==> src/rtl/fifo_arb_pkg.sv <==
// Shared types and the rotating-priority search used by the FIFO write/read schedulers.
package fifo_arb_pkg;

    typedef enum logic {
        IDLE,
        BURST
    } arb_state_t;

    // Returns {valid, idx[2:0]}: first set bit of req searching from last+1, wrapping modulo n.
    function automatic logic [3:0] rr_next(input logic [7:0] req, input logic [2:0] last,
                                           input int unsigned n);
        logic [3:0]  res;
        int unsigned k;
        res = '0;
        for (int unsigned off = 1; off <= 8; off++) begin
            k = (32'(last) + off) % n;
            if (off <= n && !res[3] && req[k[2:0]]) begin
                res = {1'b1, k[2:0]};
            end
        end
        return res;
    endfunction

endpackage

==> src/rtl/rr_pick.sv <==
// Combinational round-robin picker: next requester after last_grant, wrapping.
module rr_pick
    import fifo_arb_pkg::*;
#(
    parameter int unsigned NREQ = 4
) (
    input  logic [NREQ-1:0]         req,
    input  logic [$clog2(NREQ)-1:0] last_grant,
    output logic                    valid,
    output logic [$clog2(NREQ)-1:0] idx
);

    localparam int unsigned IW = $clog2(NREQ);

    logic [3:0] res;

    assign res   = rr_next(8'(req), 3'(last_grant), NREQ);
    assign valid = res[3];
    assign idx   = res[IW-1:0];

endmodule

==> src/rtl/fifo_wr_arb.sv <==
// Write-side arbiter: shares one FIFO write port among NREQ requesters with bounded bursts.
module fifo_wr_arb
    import fifo_arb_pkg::*;
#(
    parameter int unsigned NREQ      = 4,
    parameter int unsigned DATA_WD   = 8,
    parameter int unsigned MAX_BURST = 4
) (
    input  logic                      clk,
    input  logic                      rst_n,
    input  logic [NREQ-1:0]           req,
    input  logic [NREQ*DATA_WD-1:0]   req_data,
    output logic [NREQ-1:0]           ack,
    input  logic                      full,
    input  logic                      near_full,
    output logic                      winc,
    output logic [DATA_WD-1:0]        wdata,
    output logic [$clog2(NREQ)-1:0]   grant_id,
    output logic                      busy
);

    localparam int unsigned IW = $clog2(NREQ);
    localparam int unsigned CW = $clog2(MAX_BURST + 1);

    arb_state_t      state_q;
    logic [IW-1:0]   grant_id_q;
    logic [IW-1:0]   last_grant_q;
    logic [CW-1:0]   burst_cnt_q;

    logic            pick_valid;
    logic [IW-1:0]   pick_idx;
    logic            write;
    logic [CW:0]     cnt_inc;
    logic            burst_last;

    rr_pick #(
        .NREQ(NREQ)
    ) u_rr_pick (
        .req        (req),
        .last_grant (last_grant_q),
        .valid      (pick_valid),
        .idx        (pick_idx)
    );

    // Gated by rst_n so a write in the reset cycle is never issued.
    assign write      = rst_n && (state_q == BURST) && req[grant_id_q] && !full;
    assign cnt_inc    = {1'b0, burst_cnt_q} + (CW+1)'(1);
    assign burst_last = (cnt_inc == (CW+1)'(MAX_BURST));

    always_comb begin
        winc  = 1'b0;
        ack   = '0;
        wdata = '0;
        if (write) begin
            winc  = 1'b1;
            ack   = {{(NREQ-1){1'b0}}, 1'b1} << grant_id_q;
            wdata = req_data[grant_id_q*DATA_WD +: DATA_WD];
        end
    end

    always_ff @(posedge clk) begin
        if (!rst_n) begin
            state_q      <= IDLE;
            grant_id_q   <= '0;
            last_grant_q <= IW'(NREQ - 1);
            burst_cnt_q  <= '0;
        end else begin
            case (state_q)
                IDLE: begin
                    if (|req && !full && pick_valid) begin
                        grant_id_q   <= pick_idx;
                        last_grant_q <= pick_idx;
                        burst_cnt_q  <= '0;
                        state_q      <= BURST;
                    end
                end
                BURST: begin
                    if (write) begin
                        burst_cnt_q <= cnt_inc[CW-1:0];
                    end
                    if (!req[grant_id_q] || (write && (burst_last || near_full))) begin
                        state_q <= IDLE;
                    end
                end
                default: state_q <= IDLE;
            endcase
        end
    end

    assign grant_id = grant_id_q;
    assign busy     = (state_q == BURST);

    a_no_overflow: assert property (@(posedge clk) disable iff (!rst_n) !(winc && full));
    a_ack_onehot:  assert property (@(posedge clk) disable iff (!rst_n) $onehot0(ack));
    a_ack_winc:    assert property (@(posedge clk) disable iff (!rst_n) (|ack) |-> winc);
    a_cnt_bound:   assert property (@(posedge clk) disable iff (!rst_n)
                                    burst_cnt_q <= CW'(MAX_BURST));

endmodule
==> config.mk <==
export PLATFORM = sky130hd
export DESIGN_NAME = fifo_wr_arb
export DESIGN_NICKNAME = d
export VERILOG_FILES = /design/src/rtl/fifo_arb_pkg.sv /design/src/rtl/rr_pick.sv /design/src/rtl/fifo_wr_arb.sv
export SDC_FILE = /design/constraint.sdc
export NUM_CORES = 1
export LEC_CHECK = 0
export CAP_MARGIN = 20
export CELL_PAD_IN_SITES_DETAIL_PLACEMENT = 1
export CELL_PAD_IN_SITES_GLOBAL_PLACEMENT = 2
export CORE_UTILIZATION = 21
export CTS_BUF_LIST = sky130_fd_sc_hd__clkbuf_8
export DETAILED_ROUTE_END_ITERATION = 8
export GPL_TIMING_DRIVEN = 1
export MAX_ROUTING_LAYER = met4
export PLACE_DENSITY_LB_ADDON = 0.1
export SKIP_LAST_GASP = 1
export SLEW_MARGIN = 10
export SYNTH_ARGS = -nofsm -noshare
export SYNTH_HDL_FRONTEND = slang
export SYNTH_HIERARCHICAL = 1
export SYNTH_SLANG_ARGS = --single-unit
==> constraint.sdc <==
create_clock -name clk -period 3.1 [get_ports clk]
set_input_delay 0.62 -clock clk [delete_from_list [all_inputs] [get_ports clk]]
set_output_delay 0.62 -clock clk [all_outputs]
set_load 0.02 [all_outputs]
==> impl_metrics.env <==
export IMPL_h_tree_depth=1
export IMPL_netlist_area_leader_share_pct=19.45
export IMPL_cts_path_max_buffers=2
export IMPL_crit_path_start="req[0]"
export IMPL_rsz0062_at_grt="false"
export IMPL_vias=942
export IMPL_path_class="in2out"
export IMPL_swShare_pct=27.16
export IMPL_cp_common_cell="clkdlybuf4s50_1"
export IMPL_numCtsBuffers=3
export IMPL_first_pass_iters=4
export IMPL_viasPerCell=4.806
export IMPL_nNetsFinal=192
export IMPL_grt_pass1_wl_um=4864
export IMPL_outcome="finished clean"
export IMPL_antenna_found_initial=0
export IMPL_worstMarginPinSlew_ns=0.3479
export IMPL_grt_max_degree=13
export IMPL_fin_setup_tns_ns=0
export IMPL_avgSynthCellArea_um2=9.463
export IMPL_syn_num_nets=129
export IMPL_wl_per_cell_um=15.23
export IMPL_seq_area_frac_synth_pct=19.45
export IMPL_synth_edf_count=0
export IMPL_path_buf_inv=2
export IMPL_synth_common_cells="10 x nand2_1, 8 x and3_1, 8 x dfxtp_1"
export IMPL_drtIter0Drc=25
export IMPL_cts_sinks=8
export IMPL_synth_most_common_cell="nand2_1"
export IMPL_cts_tree="built"
export IMPL_cp_top_family="buffers and inverters"
export IMPL_fmax_mhz=327.4
export IMPL_ys_warn_count=6
export IMPL_r2r_setup_slack_ns=1.51
export IMPL_crit_arrival_ns=2.43
export IMPL_portBuffers=55
export IMPL_setup_ws_ns=0.04595
export IMPL_instances_no_fill=196
export IMPL_fin_crit_sh_pct=98.52
export IMPL_fillCellCount=433
export IMPL_drt_total_wl_um=2985
export IMPL_setup_viol=0
export IMPL_die_area_mm2=0.004175
export IMPL_hold_viol=0
export IMPL_netlist_area_um2=823.3
export IMPL_r2r_start="grant_id[0]"
export IMPL_place_hpwl_um=2505
export IMPL_yosys_area_top_type="dfxtp_1"
export IMPL_cp_endpoint="wdata[4]"
export IMPL_reg2reg_to="burst_cnt_q[1]"
export IMPL_gr_usage_all_layers_pct=15.71
export IMPL_ios=56
export IMPL_grt_pass1_vias=950
export IMPL_p_clk_share_pct=32.1
export IMPL_holdCritPathClass="reg2reg"
export IMPL_ctsHoldBuffers=0
export IMPL_coreArea_mm2=0.003716
export IMPL_power_density_mw_per_mm2=264.1
export IMPL_worst_clock_skew_ns=0.006093
export IMPL_antenna_cells=0
export IMPL_start_util_pct=22.15
export IMPL_synthArstFlopShare_pct=0
export IMPL_peakVddDrop_mv=0.07817
export IMPL_slew_viol_final=0
export IMPL_gr_total_overflow=0
export IMPL_area_growth_pct=82.67
export IMPL_postCtsSetupBuffers=0
export IMPL_min_period_ns=3.054
export IMPL_post_cts_resized=0
export IMPL_end_kind="output pin"
export IMPL_internal_power_mw=0.2893
export IMPL_die_height_um=64.62
export IMPL_ff2ff_path_depth=4
export IMPL_maxCapViolations=0
export IMPL_slew_headroom_pct=76.48
export IMPL_p_sw_mw=0.1079
export IMPL_place_inst=193
export IMPL_ys_types=34
export IMPL_clkTransAtPathRegs_ns=0.04
export IMPL_drive_gt1_share_pct=16.89
export IMPL_slowest_stage="mux4_2"
export IMPL_final_antenna_net_count=0
export IMPL_leakage_nw=0.5970
export IMPL_crit_path_cell_trace="clkdlybuf4s50_1, mux4_2, and3_1, clkdlybuf4s50_1"
export IMPL_p_seq_share_pct=30.4
export IMPL_yosys_top_cells_area="dfxtp_1 19%, mux4_2 19%, mux4_1 6.4%"
export IMPL_die_x_um=64.62
export IMPL_p_comb_share_pct=37.5
export IMPL_synth_ff_type="dfxtp_1"
export IMPL_path_depth=4
export IMPL_crit_required_ns=2.48
export IMPL_synth_seq_cells=8
export IMPL_cts_root_buf="clkbuf_8"
export IMPL_cp_start_kind="input port"
export IMPL_critPathMaxFanout=12
export IMPL_num_rows=22
export IMPL_drc=0
export IMPL_gp_congestion=0.7386
export IMPL_critPathMaxStageDelay_ns=0.61
export IMPL_clk_latency_ns=0.23
export IMPL_syn_inst=87
export IMPL_post_place_ws_ns=0.04042
## kinds of logic after synthesis
kind of cell	count (synthesis)	share of synthesized area (%)
buffers and inverters	9	6.535
adder cells (fa/ha/maj)	2	3.039
AO/OA/AOI/OAI	13	12.16
multiplexers	10	26.75
flip-flops	8	19.45
AND/OR/NAND/NOR	45	32.07
## stage by stage
stage	util [%]	total power [mW]	area, um^2	hold slack, ns
global route	40.47	0.4243	1504	0.5289
floorplan	-	0.1935	823.3	0.4716
detailed placement	39.36	0.2734	1463	0.4976
finish	40.47	0.3972	1504	0.5051
global placement	39.36	0.2703	1463	0.4905
CTS	40.47	0.4070	1504	0.5071
## final cells by class
type,count,area [um^2],area share (%)
Multi-Input combinational cell,70,609.3,40.52
Inverter,2,7.507,0.4992
Sequential cell,8,160.2,10.65
Clock buffer,3,41.29,2.745
Timing Repair Buffer,65,625.6,41.60
Tap cell,48,60.06,3.993
## power groups by stage
| stage | logic, mW | clock network [mW] | registers [mW] |
|---|---|---|---|
| finish | 0.149 | 0.127 | 0.121 |
| global route | 0.160 | 0.141 | 0.123 |
| CTS | 0.151 | 0.135 | 0.121 |
| detailed placement | 0.150 | 0 | 0.123 |
| global placement | 0.147 | 0 | 0.123 |
| floorplan | 0.0719 | 0 | 0.122 |
## state kept, by name, indices dropped and copies added, names as in the netlist
register,cells
grant_id,2
burst_cnt_q,3
last_grant_q,2
busy,1
## tightest hold or removal path: cells and delay by family (launching register included)
kind,cells,cell delay (ns)
DFF,1,0.34
and+or+nand+nor,1,0.07
AOI/OAI and AO/OA,1,0.05
## how the worst min path moves through the flow
stage / startpoint / end / depth (start not counted)
6_report: burst_cnt_q[1] / burst_cnt_q[1] / 2
5_1_grt: burst_cnt_q[1] / burst_cnt_q[1] / 2
4_1_cts: burst_cnt_q[1] / burst_cnt_q[1] / 2
3_5_place_dp: burst_cnt_q[1] / burst_cnt_q[1] / 2
3_3_place_gp: burst_cnt_q[0] / burst_cnt_q[0] / 1
2_1_floorplan: burst_cnt_q[0] / burst_cnt_q[0] / 1
## placed cells by master (no fill, tap or decap), drive strengths merged
cell type and n:
clkdlybuf4s50 55, nand2 11, buf 10, mux4 9
and3 8, dfxtp 8, nor2 5, nand2b 4
nand4 4, nand3 4, a21boi 4, a21oi 4
clkbuf 3, inv 2, nor3b 2, ha 2
and3b 1, nor4 1, nor4b 1, or4b 1
nor2b 1, nand4b 1, o21ai 1, a211oi 1
o311ai 1, and2b 1, mux2i 1, o221ai 1
a31oi 1
## routing by layer
metal / track usage (%) / share of wire, %
met5: - / 0
met3: 2.993 / 4.4
met2: 24.87 / 49
met1: 19.57 / 44
met4: 6.389 / 1.8
No activity file was read; power rests on OpenSTA's default activity.
